--- config.mk ---
export PLATFORM = sky130hd
export DESIGN_NAME = ps2_host_tx
export DESIGN_NICKNAME = d
export VERILOG_FILES = /design/src/rtl/ps2_pkg.sv /design/src/rtl/ps2_line_filter.sv /design/src/rtl/ps2_host_tx.sv
export SDC_FILE = /design/constraint.sdc
export NUM_CORES = 1
export LEC_CHECK = 0
export ABC_AREA = 1
export CORE_MARGIN = 5
export CORE_UTILIZATION = 40
export DETAILED_ROUTE_END_ITERATION = 10
export PLACE_DENSITY_LB_ADDON = 0.25
export SYNTH_ARGS = -nofsm -noshare
export SYNTH_HDL_FRONTEND = slang
export SYNTH_SLANG_ARGS = --single-unit
--- constraint.sdc ---
create_clock -name CLOCK_50 -period 2.5 [get_ports CLOCK_50]
set_input_delay 0.5 -clock CLOCK_50 [delete_from_list [all_inputs] [get_ports CLOCK_50]]
set_output_delay 0.5 -clock CLOCK_50 [all_outputs]
set_load 0.05 [all_outputs]
--- src/rtl/ps2_pkg.sv ---
// Shared PS/2 definitions for the host transmit path and the keyboard receive path.
// Contents: transmitter state enumeration, frame geometry constants, the odd-parity
// helper and the default line timing (cycles at 50 MHz).
package ps2_pkg;

  typedef enum logic [2:0] {
    ST_IDLE,
    ST_INHIBIT,
    ST_RTS,
    ST_SEND,
    ST_ACK,
    ST_WAIT_IDLE,
    ST_ERROR
  } ps2_state_e;

  localparam int DATA_BITS   = 8;
  localparam int FRAME_FALLS = 11;
  // data bits plus parity, shifted out one per device clock fall
  localparam int SHIFT_BITS  = DATA_BITS + 1;

  localparam int DEF_INHIBIT_CYCLES   = 6000;
  localparam int DEF_RTS_SETUP_CYCLES = 16;
  localparam int DEF_FILTER_LEN       = 8;
  localparam int DEF_TIMEOUT_CYCLES   = 1_000_000;

  function automatic logic odd_parity(input logic [DATA_BITS-1:0] d);
    return ~^d;
  endfunction

endpackage

--- src/rtl/ps2_line_filter.sv ---
// Conditioning for one open-drain PS/2 pin: 2-FF synchronizer, run-length glitch
// filter and a registered falling-edge strobe on the filtered level.
// Ports:
//   CLOCK_50  system clock
//   reset     synchronous, active-high; filtered level returns to 1 (idle line)
//   line_in   raw pin level (asynchronous)
//   level     filtered line level
//   fall      one-cycle strobe, high in the cycle level becomes 0
module ps2_line_filter
  import ps2_pkg::*;
#(
  parameter int FILTER_LEN = DEF_FILTER_LEN
) (
  input  logic CLOCK_50,
  input  logic reset,
  input  logic line_in,
  output logic level,
  output logic fall
);

  localparam int CNT_W = (FILTER_LEN > 1) ? $clog2(FILTER_LEN) : 1;
  localparam logic [CNT_W-1:0] RUN_LOAD = CNT_W'(FILTER_LEN - 1);

  logic             sync_0;
  logic             sync_1;
  logic [CNT_W-1:0] run_cnt;

  // run_cnt counts down the remaining disagreeing samples needed; any sample that
  // agrees with the current level reloads it, so only an unbroken run switches.
  always_ff @(posedge CLOCK_50) begin
    if (reset) begin
      sync_0  <= 1'b1;
      sync_1  <= 1'b1;
      level   <= 1'b1;
      run_cnt <= RUN_LOAD;
      fall    <= 1'b0;
    end else begin
      sync_0 <= line_in;
      sync_1 <= sync_0;
      fall   <= 1'b0;
      if (sync_1 == level) begin
        run_cnt <= RUN_LOAD;
      end else if (run_cnt == '0) begin
        level   <= sync_1;
        run_cnt <= RUN_LOAD;
        fall    <= ~sync_1;
      end else begin
        run_cnt <= run_cnt - 1'b1;
      end
    end
  end

endmodule

--- src/rtl/ps2_host_tx.sv ---
// Host-to-device PS/2 transmitter: clock inhibit, request-to-send, shifts data,
// odd parity and stop on device clock falls, then checks the device ACK bit.
// Ports:
//   CLOCK_50, reset           system clock, synchronous active-high reset
//   tx_valid, tx_data         command byte request, accepted when tx_ready
//   tx_ready                  high only in IDLE
//   busy                      high whenever a transfer is in progress
//   tx_done, tx_error         one-cycle completion pulses (ACK / NACK or timeout)
//   ps2_clk_in, ps2_dat_in    raw pin levels
//   ps2_clk_oe, ps2_dat_oe    1 = pull the pin low, 0 = release to the pull-up
//
// state        | meaning
// ST_IDLE      | lines released, waiting for tx_valid
// ST_INHIBIT   | clock held low, data released
// ST_RTS       | clock and data held low (start bit), setup before clock release
// ST_SEND      | clock released; next bit presented after each device clock fall
// ST_ACK       | waiting for the 11th fall to sample the device ACK
// ST_WAIT_IDLE | ACK seen, waiting for both filtered lines to return high
// ST_ERROR     | NACK or timeout; lines released, tx_error pulsed
module ps2_host_tx
  import ps2_pkg::*;
#(
  parameter int INHIBIT_CYCLES   = DEF_INHIBIT_CYCLES,
  parameter int RTS_SETUP_CYCLES = DEF_RTS_SETUP_CYCLES,
  parameter int FILTER_LEN       = DEF_FILTER_LEN,
  parameter int TIMEOUT_CYCLES   = DEF_TIMEOUT_CYCLES
) (
  input  logic                 CLOCK_50,
  input  logic                 reset,
  input  logic                 tx_valid,
  input  logic [DATA_BITS-1:0] tx_data,
  output logic                 tx_ready,
  output logic                 busy,
  output logic                 tx_done,
  output logic                 tx_error,
  input  logic                 ps2_clk_in,
  input  logic                 ps2_dat_in,
  output logic                 ps2_clk_oe,
  output logic                 ps2_dat_oe
);

  localparam int PHASE_MAX = (INHIBIT_CYCLES > RTS_SETUP_CYCLES) ? INHIBIT_CYCLES
                                                                 : RTS_SETUP_CYCLES;
  localparam int PHASE_W   = $clog2(PHASE_MAX + 1);
  localparam int TO_W      = $clog2(TIMEOUT_CYCLES + 1);
  localparam logic [3:0] LAST_SHIFT_FALL = 4'(SHIFT_BITS);

  ps2_state_e            state, state_next;
  logic [PHASE_W-1:0]    phase_cnt, phase_next;
  logic [TO_W-1:0]       to_cnt, to_next;
  logic [3:0]            bit_cnt, bit_next;
  logic [SHIFT_BITS-1:0] shift_q, shift_next;
  logic                  clk_oe_next, dat_oe_next;

  logic clk_level, clk_fall;
  logic dat_level, dat_fall_unused;

  ps2_line_filter #(.FILTER_LEN(FILTER_LEN)) u_clk_filter (
    .CLOCK_50 (CLOCK_50),
    .reset    (reset),
    .line_in  (ps2_clk_in),
    .level    (clk_level),
    .fall     (clk_fall)
  );

  ps2_line_filter #(.FILTER_LEN(FILTER_LEN)) u_dat_filter (
    .CLOCK_50 (CLOCK_50),
    .reset    (reset),
    .line_in  (ps2_dat_in),
    .level    (dat_level),
    .fall     (dat_fall_unused)
  );

  assign tx_ready = (state == ST_IDLE);
  assign busy     = ~tx_ready;

  always_ff @(posedge CLOCK_50) begin
    if (reset) begin
      state      <= ST_IDLE;
      phase_cnt  <= '0;
      to_cnt     <= '0;
      bit_cnt    <= '0;
      shift_q    <= '0;
      ps2_clk_oe <= 1'b0;
      ps2_dat_oe <= 1'b0;
    end else begin
      state      <= state_next;
      phase_cnt  <= phase_next;
      to_cnt     <= to_next;
      bit_cnt    <= bit_next;
      shift_q    <= shift_next;
      ps2_clk_oe <= clk_oe_next;
      ps2_dat_oe <= dat_oe_next;
    end
  end

  always_comb begin
    state_next  = state;
    phase_next  = phase_cnt;
    to_next     = to_cnt;
    bit_next    = bit_cnt;
    shift_next  = shift_q;
    dat_oe_next = ps2_dat_oe;
    tx_done     = 1'b0;
    tx_error    = 1'b0;

    case (state)
      ST_IDLE: begin
        dat_oe_next = 1'b0;
        if (tx_valid) begin
          state_next = ST_INHIBIT;
          shift_next = {odd_parity(tx_data), tx_data};
          phase_next = PHASE_W'(INHIBIT_CYCLES - 1);
        end
      end

      ST_INHIBIT: begin
        if (phase_cnt == '0) begin
          state_next  = ST_RTS;
          phase_next  = PHASE_W'(RTS_SETUP_CYCLES - 1);
          dat_oe_next = 1'b1;
        end else begin
          phase_next = phase_cnt - 1'b1;
        end
      end

      ST_RTS: begin
        if (phase_cnt == '0) begin
          state_next = ST_SEND;
          bit_next   = '0;
          to_next    = TO_W'(TIMEOUT_CYCLES - 1);
        end else begin
          phase_next = phase_cnt - 1'b1;
        end
      end

      ST_SEND: begin
        if (to_cnt == '0) begin
          state_next  = ST_ERROR;
          dat_oe_next = 1'b0;
        end else begin
          to_next = to_cnt - 1'b1;
          if (clk_fall) begin
            bit_next = bit_cnt + 4'd1;
            // falls 1..9 present data LSB first then parity; fall 10 releases for stop
            if (bit_cnt < LAST_SHIFT_FALL) begin
              dat_oe_next = ~shift_q[0];
              shift_next  = shift_q >> 1;
            end else begin
              dat_oe_next = 1'b0;
              state_next  = ST_ACK;
            end
          end
        end
      end

      ST_ACK: begin
        if (to_cnt == '0) begin
          state_next = ST_ERROR;
        end else begin
          to_next = to_cnt - 1'b1;
          if (clk_fall) begin
            state_next = dat_level ? ST_ERROR : ST_WAIT_IDLE;
          end
        end
      end

      ST_WAIT_IDLE: begin
        if (to_cnt == '0) begin
          state_next = ST_ERROR;
        end else begin
          to_next = to_cnt - 1'b1;
          if (clk_level && dat_level) begin
            tx_done    = 1'b1;
            state_next = ST_IDLE;
          end
        end
      end

      ST_ERROR: begin
        tx_error    = 1'b1;
        dat_oe_next = 1'b0;
        state_next  = ST_IDLE;
      end

      default: begin
        dat_oe_next = 1'b0;
        state_next  = ST_IDLE;
      end
    endcase

    clk_oe_next = (state_next == ST_INHIBIT) || (state_next == ST_RTS);
  end

endmodule

======== After elaboration in Yosys (flattened, before gate mapping) ========
Cells that the tools add are included.
W data, S select, Z words.
operators by class
  add/sub/neg operators ................... 5
  magnitude comparators ................... 1
  equal/unequal tests ..................... 19
  muxes and demuxes ....................... 37
  bitwise logic cells ..................... 7
  reduce and logical (&&, ||, !) cells .... 24
operator list
  operator                 number
  $mux W20                 2
  $pmux W20 S2             1
  $mux W13                 3
  $pmux W13 S3             1
  $mux W9                  4
  $mux W3                  10
  $logic_not A20 Y1        1
  $sub A20 B1 Y20 const B  1
  $pmux W3 S6              1
  $pmux W9 S2              1
  $reduce_or A3 Y1         5
  $ne A2 B2 Y1 const B     7
  $logic_not A13 Y1        1
  $sub A13 B1 Y13 const B  1
  $mux W4                  3
  $eq A3 B2 Y1 const B     3
  $eq A3 B3 Y1 const B     3
  $logic_not A3 Y1         3
  $reduce_and A3 Y1        3
  $mux W1                  8
  $pmux W4 S2              1
  $reduce_xnor A8 Y1       1
  $not A1 Y1               7
  $eq A3 B1 Y1 const B     2
  other kinds (15)         20
storage, ports and cells
  register bits ........................... 64
  input port bits ......................... 13
  output and inout port bits .............. 6
  logic and storage cells ................. 109

======== Depth between registers and ports, before layout ========
Gate-level depths: netlist of run 1.
  depth in word-level cells ............... 7
  mapped depth ............................ 12
  depth with buffers taken out ............ 11

======== By module ========
From an unflattened synthesis of run 1, not the netlist that was laid out.
unflattened totals
  cell total of the unflattened synthesis .. 628
  area total of the unflattened synthesis .. 3903.7 µm²
by module, submodules not included
  module           times used  cells each  area each (µm²)
  ps2_host_tx      1           560         3345.7
  ps2_line_filter  2           34          279.0

======== Worst setup path after synthesis of run 1 ========
Ideal clock, no wire load.
  path type ............................... register -> output
  start ................................... reg state[2]
  end ..................................... out tx_error
  arrival time ............................ 1.582 ns
  data required time ...................... 2.000 ns
  setup slack ............................. 0.418 ns
  stages on the path, launching flop included .. 3
  path through ............................ dfxtp_1 > inv_1 > nor3_1
on the way
  cells in the longest elaborated chain, start to end .. 2
RTL lines
  what                    RTL line            text
  from (decl)             ps2_host_tx.sv:48   ps2_state_e state, state_next;
  from (signal assigned)  ps2_host_tx.sv:87   state <= state_next;
  $eq A3 B3 Y1            ps2_host_tx.sv:107  case (state)
  $mux W1                 ps2_host_tx.sv:107
  to (decl)               ps2_host_tx.sv:35   output logic tx_error,
No other way between the ends.

======== Final worst setup path of run 1 ========
  start ................................... reg state[0]
  end ..................................... out tx_ready
on the way
  cells in the longest elaborated chain, start to end .. 1
RTL lines
  what              RTL line           text
  $logic_not A3 Y1  ps2_host_tx.sv:74  assign tx_ready = (state == ST_IDLE);
  to (decl)         ps2_host_tx.sv:32  output logic tx_ready,
No other way between the ends.

==> out/summary.txt, run 1 <==
Synth Net Count: 597
worst vdd ir: 0.291 mV
die height: 106 um
Ys Warns: 0
Int Pwr: 1.78 mW
share of power burned in the clock network: 34.5%
post-CTS setup repair buffer count: 0
ys async rst share: 0%
FF-to-FF setup slack: 0.56 ns
Period minus WS final: 2.38 ns
initial antenna violation count: 0
Worst Hold Class: reg -> reg
skew final: 0.0120 ns
Reg-to-Reg End: shift_q[7]
top area cells in the synthesized netlist: dfxtp_1 35%, nand2_1 16%, nor2_1 11%, inv_1 6.2%, a21oi_1 4.7%
hold_sp: u_dat_filter.run_cnt[0]
RSZ-0062 raised after global routing: no
PortBufs: 18
pin count of the biggest net entering global routing: 29
crit path capture type: output pin
pwr dens: 615 nW/um2
H-tree lvl count: 3
CP Buf/Inv Count: 2
Core Util, Final: 46.2%
critical-path cell list: nor2_2 -> nand2_1 -> inv_1 -> clkdlybuf4s50_1
EDFF count, synth: 0
count leader, synth: nand2_1
Worst EP required: 2.00 ns
clock buffer depth: 2
Seq/Total Area, Yosys: 34.7%
first-pass detailed-route iteration total: 4
area grow syn2layout: 13.9%
Max Slew Vio Count: 0
DRT iter0 DRCs: 132
family with the most delay on the worst path: buffers and inverters
maxcap violations: 0
Hold Path End: u_dat_filter.run_cnt[0]
gr usage total: 15.4%
n_diodes: 0
top cells by count, synth: 155 x nand2_1, 107 x nor2_1, 64 x dfxtp_1, 61 x inv_1, 35 x a21oi_1
Worst Max-Slew Pin Slew: 0.576 ns
vias in the first global route: 3323
Final Hold Vio Count: 0
core area: 9110 um2
slowest CP cell: clkdlybuf4s50_1
Seq pwr share: 43.7%
R2R cell count: 9
number of antenna-violating nets in the routed design: 0
Slew headroom: 61.6%
Fmax achieved: 0.420 GHz
Startpoint Class: register
Setup CP Type: reg -> out
Final Cycle Share: 95.3%
Clk pin slew, worst setup/hold paths: 0.07 ns
gpl congestion: 0.873
worst hold slack: 0.388 ns
Worst-Skew Late Latency: 0.34 ns
share of cells above drive strength 1: 7.48%
multi-input logic area: 2090 um2
RR Startpoint: to_cnt[0]
first-pass GRT wire length: 14400 um
Synth Register Bits: 64
status: complete, no violations
remaining global-route overflow: 0
leak pwr: 2.03 nW
Ports: 19
die footprint: 11300 um2
Num CTS Buffers: 9
Avg Cell Area, Syn: 6.42 um2
post-DP HPWL: 5880 um
switching portion of total power: 31.3%
ys flop type: dfxtp_1
vias per cell: 4.87
final wirelength: 8150 um
drt drc: 0
CP arrival: 1.88 ns
TritonCTS Sinks: 64
detailed-route via count: 3472
nets: 619
Sequential cell area: 1280 um2
Final setup viols: 0
CP peak stage delay: 0.79 ns
Starting Density: 40.5%
Die X: 106 um
Clock Tree Root: clkbuf_8
Rows: 35
library cells used by synthesis: 29
Psw: 0.809 mW
Mapped Area: 3690 um2
Hold Path Cell Cnt: 1
Synth Instances: 575
crit path max fanout: 6
CTS tree: done
Yosys top cell area share: 34.7%
# fillers: 963
Avg WL per Cell: 11.4 um
Setup TNS: 0 ns
area leader, netlist: dfxtp_1
Comb pwr share: 21.8%
==> sequential cells by signal, indices dropped and copies added, names as in the netlist <==
| name | count |
|---|---|
| ps2_clk_oe | 1 |
| u_dat_filter.sync_1 | 1 |
| u_clk_filter.level | 1 |
| u_dat_filter.level | 1 |
| ps2_dat_oe | 1 |
| u_clk_filter.sync_1 | 1 |
| u_clk_filter.run_cnt | 3 |
| to_cnt | 20 |
| state | 3 |
| u_dat_filter.run_cnt | 3 |
| u_dat_filter.sync_0 | 1 |
| shift_q | 9 |
| bit_cnt | 4 |
| u_clk_filter.fall | 1 |
| u_clk_filter.sync_0 | 1 |
| phase_cnt | 13 |
==> layer usage <==
layer  up-vias  GRT usage (%)  routed length [um]
li1       1844              -                   -
met1      1535           19.1                3900
met2        80           25.5                3650
met3        13           4.68                 458
met4         0           5.18                 140
met5         -              0                   0
==> final cells by class <==
class                   instances  area share, %
clock buffers                  11           3.36
clock inverters                 5           1.34
inverters                      63           5.62
multi-input cells             434           49.8
flip-flops and latches         64           30.5
well taps                     111           3.30
repair buffers                 25           6.13
==> power by group through the flow <==
stage	clock, mW	sequential (mW)	combinational (mW)
2_1_floorplan	0	1.15	0.422
3_3_place_gp	0	1.15	0.557
3_5_place_dp	0	1.15	0.560
4_1_cts	0.926	1.13	0.564
5_1_grt	0.970	1.14	0.647
6_report	0.893	1.13	0.564
==> logic make-up after synthesis <==
group	count (synthesis)	synth area share, %
compound gates	72	10.0
xor+xnor	26	6.17
fa+ha+maj	9	3.05
buf+inv	77	8.74
flops	64	34.7
simple gates	327	37.3
==> through the flow <==
stage               area, um2  cells  total power [mW]  setup WS (ns)
finish                   4210    713              2.59          0.117
global route             4210    713              2.76        0.00910
CTS                      4200    713              2.62         0.0603
detailed placement       4000    697              1.71          0.389
global placement         4000    697              1.71          0.439
floorplan                3690    575              1.57          0.418
==> worst register-to-register path, cell delays in order, from the launching register on <==
cell     delay (ns)
dfxtp_1        0.32
inv_1          0.11
ha_1           0.23
nand2_1        0.15
nor2_4         0.21
nand4_1        0.22
nand2_2        0.23
inv_1          0.18
nor2_1         0.12
nor2_1         0.05
==> worst max-delay path by stage <==
stage               from           end  slack (ns)  cells after the start
5_1_grt         state[0]      tx_ready       0.009                      4
3_5_place_dp    tx_valid  phase_cnt[1]        0.39                      8
6_report        state[0]      tx_ready        0.12                      4
3_3_place_gp    tx_valid  phase_cnt[0]        0.44                      8
2_1_floorplan   state[2]      tx_error        0.42                      2
4_1_cts        to_cnt[0]       tx_done        0.06                      8
==> cell usage in the layout (no fill, tap or decap), drive strengths merged <==
cell           instances
clkbuf                11
buf                    8
o22ai                  1
o21ai                 34
xor2                  10
nor4                   1
o211ai                 1
clkinvlp               1
or2                    7
bufinv                 1
dfxtp                 64
nor2                 112
ha                     9
a21oi                 35
nand3b                 3
nor3                   7
xnor2                 16
o211a                  1
dlymetal6s2s           1
clkdlybuf4s50         16
clkinv                 3
nand2                158
nand4                  5
inv                   63
nand3                 34
==> what timing repair did <==
| action | 4_1_cts | 5_1_grt |
|---|---|---|
| hold buffers | 0 | 0 |
| gates resized for setup | 0 | 2 |
| setup endpoints to repair | 0 | 2 |
Note: power is estimated with default switching activity, not from simulation.
==> run 2: changes to the inputs <==
Settings changed: CORE_ASPECT_RATIO set to 0.7.
==> out/summary.txt, run 2 (synthesized netlist as in run 1, its figures left out) <==
vias in the first global route: 3105 (-6.6%)
Final Cycle Share: 94.3% (-1.0 points)
Die X: 125 um (+18%)
status: complete, no violations
Num CTS Buffers: 9 (unchanged)
Startpoint Class: register
Period minus WS final: 2.36 ns (-0.0251 ns)
Starting Density: 40.9% (+0.33 points)
initial antenna violation count: 0 (unchanged)
drt drc: 0 (unchanged)
worst vdd ir: 0.339 mV (+16%)
met3 routed WL: 576 um (+26%)
post-DP HPWL: 6490 um (+10%)
largest registers: to_cnt: 20 flops, phase_cnt: 13 flops, shift_q: 9 flops
gr usage total: 16.2% (+0.77 points)
first-pass GRT wire length: 15200 um (+5.6%)
Critical Path Source: state[0]
total power: 2.84 mW (+9.9%)
final wirelength: 8910 um (+9.3%)
Setup TNS: 0 ns (unchanged)
hold_buf cts: 0 (unchanged)
crit path capture type: output pin
Clock Tree Root: clkbuf_16
Fmax achieved: 0.424 GHz (+1.1%)
TritonCTS Sinks: 64 (unchanged)
# fillers: 954 (-0.93%)
WL met2: 3490 um (-4.5%)
Reg-to-Reg End: shift_q[7]
Slew headroom: 63.2% (+1.6 points)
DR top layer: met4
CP arrival: 1.86 ns (-0.02 ns)
Place WS: 0.478 ns (+0.0890 ns)
number of antenna-violating nets in the routed design: 0 (unchanged)
die height: 90.4 um (-15%)
Worst Hold Class: reg -> reg
post-route setup slack: 0.142 ns (+0.0251 ns)
Final Hold Vio Count: 0 (unchanged)
skew final: 0.00631 ns (-0.00568 ns)
remaining global-route overflow: 0 (unchanged)
max reg flops: 20 (unchanged)
share of cells above drive strength 1: 7.77% (+0.29 points)
Setup CP Type: reg -> out
crit path capture: tx_ready
Resize count post-CTS: 0 (unchanged)
core area: 9030 um2 (-0.81%)
die footprint: 11300 um2 (+0.28%)
Worst-Skew Late Latency: 0.33 ns (about the same)
n_diodes: 0 (unchanged)
nets: 622 (+0.48%)
crit path max fanout: 6 (unchanged)
pin count of the biggest net entering global routing: 29 (unchanged)
H-tree lvl count: 3 (unchanged)
area grow syn2layout: 16.2%
post-CTS setup repair buffer count: 0 (unchanged)
Worst Max-Slew Pin Slew: 0.550 ns (-0.0260 ns)
vias per cell: 4.83 (-0.76%)
CTS tree: done
PortBufs: 18 (unchanged)
Ports: 19 (unchanged)
Worst EP required: 2.00 ns (about the same)
Clk pin slew, worst setup/hold paths: 0.05 ns (-0.02 ns)
maxcap violations: 0 (unchanged)
clock buffer depth: 2 (unchanged)
R2R cell count: 10 (+1)
RSZ-0062 raised after global routing: no
Reg with most FFs: to_cnt
RR Startpoint: to_cnt[0]
most frequent cells in the layout: 155 x nand2_1, 107 x nor2_1, 64 x dfxtp_1, 61 x inv_1, 35 x a21oi_1
Final setup viols: 0 (unchanged)
Avg WL per Cell: 12.2 um (+6.9%)
DRT iter0 DRCs: 248 (+88%)
pwr dens: 663 nW/um2 (+7.7%)
leak pwr: 2.06 nW (+1.3%)
first-pass detailed-route iteration total: 5 (+1)
wl on met1: 4750 um (+22%)
FF-to-FF setup slack: 0.51 ns (-0.05 ns)
gpl congestion: 0.858 (-1.8%)
detailed-route via count: 3523 (+1.5%)
Max Slew Vio Count: 0 (unchanged)
Rows: 29 (-17%)
most common cell after layout, fill and taps aside: nand2_1
run 2: area by class of cell:
class,count,area (um2),area share (%)
flip-flops and latches,64,1280,29.9
repair buffers,28,263,6.12
multi-input cells,434,2090,48.7
clock inverters,4,20.0,0.467
clock buffers,12,246,5.75
inverters,63,236,5.51
well taps,124,155,3.62
run 2: worst max-delay path: stages, from the launching register on:
cell and delay (ns):
dfxtp_1 0.37, nor2_2 0.19, nand2_1 0.11, inv_1 0.07, clkdlybuf4s50_1 0.79
run 2: metrics by stage:
stage | util (%) | instance area, um2 | hold WS, ns | std cells
global placement | 44.5 | 4020 | 0.375 | 713
CTS | 47.5 | 4290 | 0.388 | 729
floorplan | - | 3690 | 0.365 | 575
detailed placement | 44.5 | 4020 | 0.376 | 713
finish | 47.5 | 4290 | 0.386 | 729
global route | 47.5 | 4290 | 0.409 | 729
run 2: routing by layer:
metal / vias up / global-route usage (%)
li1: 1854 / -
met2: 90 / 22.6
met5: - / 0
met1: 1568 / 23.8
met4: 0 / 4.06
met3: 11 / 5.32
run 2: power by group:
| group | switching (mW) | internal (mW) |
|---|---|---|
| logic | 0.357 | 0.218 |
| registers | 0.0524 | 1.08 |
| clock network | 0.445 | 0.691 |
| total | 0.854 | 1.99 |
run 2: worst min-delay path by stage:
stage	start	to	slack [ns]	depth (start not counted)
floorplan	u_clk_filter.run_cnt[0]	u_clk_filter.run_cnt[0]	0.37	1
global placement	u_clk_filter.run_cnt[0]	u_clk_filter.run_cnt[0]	0.38	1
detailed placement	u_dat_filter.run_cnt[0]	u_dat_filter.run_cnt[0]	0.38	1
CTS	u_dat_filter.run_cnt[0]	u_dat_filter.run_cnt[0]	0.39	1
global route	u_dat_filter.run_cnt[0]	u_dat_filter.run_cnt[0]	0.41	1
finish	u_dat_filter.run_cnt[0]	u_dat_filter.run_cnt[0]	0.39	1
==> run 3: changes to the inputs <==
Settings changed: ABC_AREA 1 to unset, CORE_MARGIN 5 to unset.
==> out/summary.txt, run 3 <==
Final Cycle Share: 96.1% (+1.8 points)
maxcap violations: 0 (unchanged)
first-pass detailed-route iteration total: 4 (-1)
count leader, synth: dfxtp_1
core area: 8690 um2 (-3.8%)
Num CTS Buffers: 9 (unchanged)
family with the most delay on the worst path: simple AND/OR/NAND/NOR gates
post-DP HPWL: 6220 um (-4.2%)
nets: 468 (-25%)
first-pass GRT wire length: 14700 um (-3.2%)
most common cell after layout, fill and taps aside: dfxtp_1
Inst Count DP: 553 (-22%)
GR Util met1: 28.2% (+4.4 points)
ys flop type: dfxtp_1
detailed-route via count: 3226 (-8.4%)
clock buffer depth: 2 (unchanged)
die footprint: 9610 um2 (-15%)
most frequent cells in the layout: 64 x dfxtp_1, 43 x nand2_1, 41 x nor2_1, 24 x o21ai_0, 23 x a21oi_1
Max Slew Vio Count: 0 (unchanged)
Mapped Area: 3680 um2 (-0.20%)
pin count of the biggest net entering global routing: 43 (+48%)
CP peak stage delay: 0.35 ns (-0.44 ns)
die height: 82.3 um (-8.9%)
remaining global-route overflow: 0 (unchanged)
pwr dens: 1200 nW/um2 (+81%)
worst hold slack: 0.376 ns (-0.0103 ns)
library cells used by synthesis: 72 (+150%)
largest registers: to_cnt: 20 flops, phase_cnt: 13 flops, shift_q: 9 flops
Yosys top cell area share: 34.8% (+0.071 points)
Critical Path Source: to_cnt[0]
PortBufs: 18 (unchanged)
DRT iter0 DRCs: 251 (+1.2%)
Worst-Skew Late Latency: 0.33 ns (about the same)
CP Buf/Inv Count: 2 (unchanged)
Synth Net Count: 447 (-25%)
Avg Cell Area, Syn: 8.67 um2 (+35%)
placed inst area: 4000 um2 (-0.53%)
Post-Layout Cell Count: 568 (-22%)
GRT busiest layer: met2
Comb pwr share: 49.8% (+30 points)
Worst Hold Class: reg -> reg
hold_sp: u_dat_filter.run_cnt[0]
simple-gate share of the synthesized area: 26.0% (-11 points)
status: complete, no violations
Int Pwr: 2.85 mW (+43%)
Seq/Total Area, Yosys: 34.8% (+0.071 points)
initial antenna violation count: 0 (unchanged)
gr usage total: 20.4% (+4.2 points)
Synth Instances: 425 (-26%)
share of cells above drive strength 1: 13.8% (+6.1 points)
Psw: 2.28 mW (+170%)
H-tree lvl count: 3 (unchanged)
Startpoint Class: register
met2 Use GR: 29.7% (+7.1 points)
Synth Area in Compound Gates: 25.9% (+16 points)
worst vdd ir: 0.469 mV (+38%)
slowest CP cell: dfxtp_1
top cells by count, synth: 64 x dfxtp_1, 43 x nand2_1, 42 x nor2_1, 24 x o21ai_0, 23 x a21oi_1
Rows: 28 (-3.4%)
Worst Max-Slew Pin Slew: 0.573 ns (+0.0236 ns)
Final Cell Area: 4280 um2 (-0.23%)
Clock Tree Root: clkbuf_16
Core Util, Final: 49.3% (+1.8 points)
Fmax achieved: 0.416 GHz (-1.9%)
Seq pwr share: 28.2% (-12 points)
Starting Density: 42.4% (+1.5 points)
Ports: 19 (unchanged)
critical-path cell list: inv_1 -> ha_1 -> nor4b_4 -> nand4_2 -> nor2_2 -> nor3_2 -> buf_4
largest family of logic cells by synthesized area: simple AND/OR/NAND/NOR gates
EDFF count, synth: 0 (unchanged)
skew final: 0.00655 ns (+0.000238 ns)
TritonCTS Sinks: 64 (unchanged)
top area cells in the synthesized netlist: dfxtp_1 35%, nand2_1 4.4%, nor2_1 4.3%, o21ai_0 3.3%, a21oi_1 3.1%
# fillers: 850 (-11%)
number of antenna-violating nets in the routed design: 0 (unchanged)
Setup TNS: 0 ns (unchanged)
final wirelength: 8970 um (+0.67%)
crit path capture type: output pin
Final setup viols: 0 (unchanged)
leak pwr: 1.56 nW (-24%)
switching portion of total power: 44.4% (+14 points)
post-synthesis mux area share: 0.849% (+0.85 points)
Synth Register Bits: 64 (unchanged)
FF-to-FF setup slack: 0.17 ns (-0.34 ns)
post-synthesis adder-cell area fraction: 3.06% (+0.0062 points)
CP arrival: 1.90 ns (+0.04 ns)
Reg with most FFs: to_cnt
ys async rst share: 0% (unchanged)
hold_buf cts: 0 (unchanged)
vias per cell: 5.68 (+18%)
share of power burned in the clock network: 22.1% (-18 points)
max reg flops: 20 (unchanged)
crit path max fanout: 5 (-1)
vias in the first global route: 2917 (-6.1%)
Setup CP Type: reg -> out
area grow syn2layout: 16.2% (about the same)
Period minus WS final: 2.40 ns (+0.0458 ns)
area leader, netlist: dfxtp_1
Slew headroom: 61.7% (-1.5 points)
CTS tree: done
Die X: 117 um (-6.5%)
GR Util met3: 7.37% (+2.1 points)
Ys Warns: 0 (unchanged)
RR Startpoint: to_cnt[0]
drt drc: 0 (unchanged)
gpl congestion: 0.865 (+0.79%)
Worst EP required: 2.00 ns (about the same)
n_diodes: 0 (unchanged)
Avg WL per Cell: 15.8 um (+29%)
post-synthesis xor/xnor area fraction: 4.52% (-1.7 points)
Final Hold Vio Count: 0 (unchanged)
Clk pin slew, worst setup/hold paths: 0.05 ns (about the same)
==> run 3: cell types whose count changed after synthesis, moves of 9 or more <==
cell      change
nor3_1       +16
nand3_1      -21
inv_1        -43
a311oi_1      +9
nand2_1     -112
nor2_1       -65
a21oi_1      -12
==> run 3: final timing paths <==
kind	to	cells after the start
worst max register to register	shift_q[1]	8
worst min-delay path	u_dat_filter.run_cnt[0]	1
worst min register to register	u_dat_filter.run_cnt[0]	1
worst max-delay path	tx_done	7
==> run 3: per-layer routing <==
metal / up-vias / part of all wire, %
met5: - / 0
met3: 5 / 5.9
met4: 0 / 0.56
li1: 1614 / -
met1: 1524 / 51
met2: 83 / 42
==> run 3: power groups by stage <==
stage          registers (mW)  clock network [mW]  logic (mW)
3_5_place_dp             1.46                   0        2.44
3_3_place_gp             1.45                   0        2.41
4_1_cts                  1.44                1.16        2.49
2_1_floorplan            1.42                   0        1.93
6_report                 1.45                1.13        2.55
5_1_grt                  1.48                1.20        2.77
==> run 3: worst reg2reg max path: stages, from the launching register on <==
cell	delay, ns
dfxtp_1	0.35
inv_1	0.07
ha_1	0.24
nor4b_4	0.30
buf_4	0.20
and4_1	0.38
a32oi_4	0.27
buf_4	0.24
a311oi_1	0.20
==> run 3: stage by stage <==
step	power (mW)	setup WS, ns
global placement	3.86	0.368
CTS	5.08	0.0453
detailed placement	3.90	0.252
floorplan	3.35	0.146
finish	5.13	0.0964
global route	5.45	-0.0140
==> run 3: repair_timing <==
| action | CTS | global route |
|---|---|---|
| endpoints found under the setup margin | 2 | 2 |
| pin swaps | 0 | 1 |
| buffers inserted | 1 | 1 |
| gates resized for setup | 1 | 1 |
==> run 3: cells by family after synthesis <==
group,count (synthesis)
fa+ha+maj,9
flops,64
simple gates,169
buf+inv,39
compound gates,122
mux,3
xor+xnor,19
==> run 3: final cells by class <==
| cell class | instances | area [um2] | area share, % |
|---|---|---|---|
| Sequential cell | 64 | 1280 | 29.9 |
| Multi-Input combinational cell | 322 | 2240 | 52.3 |
| Tap cell | 120 | 150 | 3.51 |
| Timing Repair Buffer | 31 | 282 | 6.58 |
| Clock inverter | 1 | 5.00 | 0.117 |
| Clock buffer | 12 | 256 | 5.99 |
| Inverter | 18 | 67.6 | 1.58 |
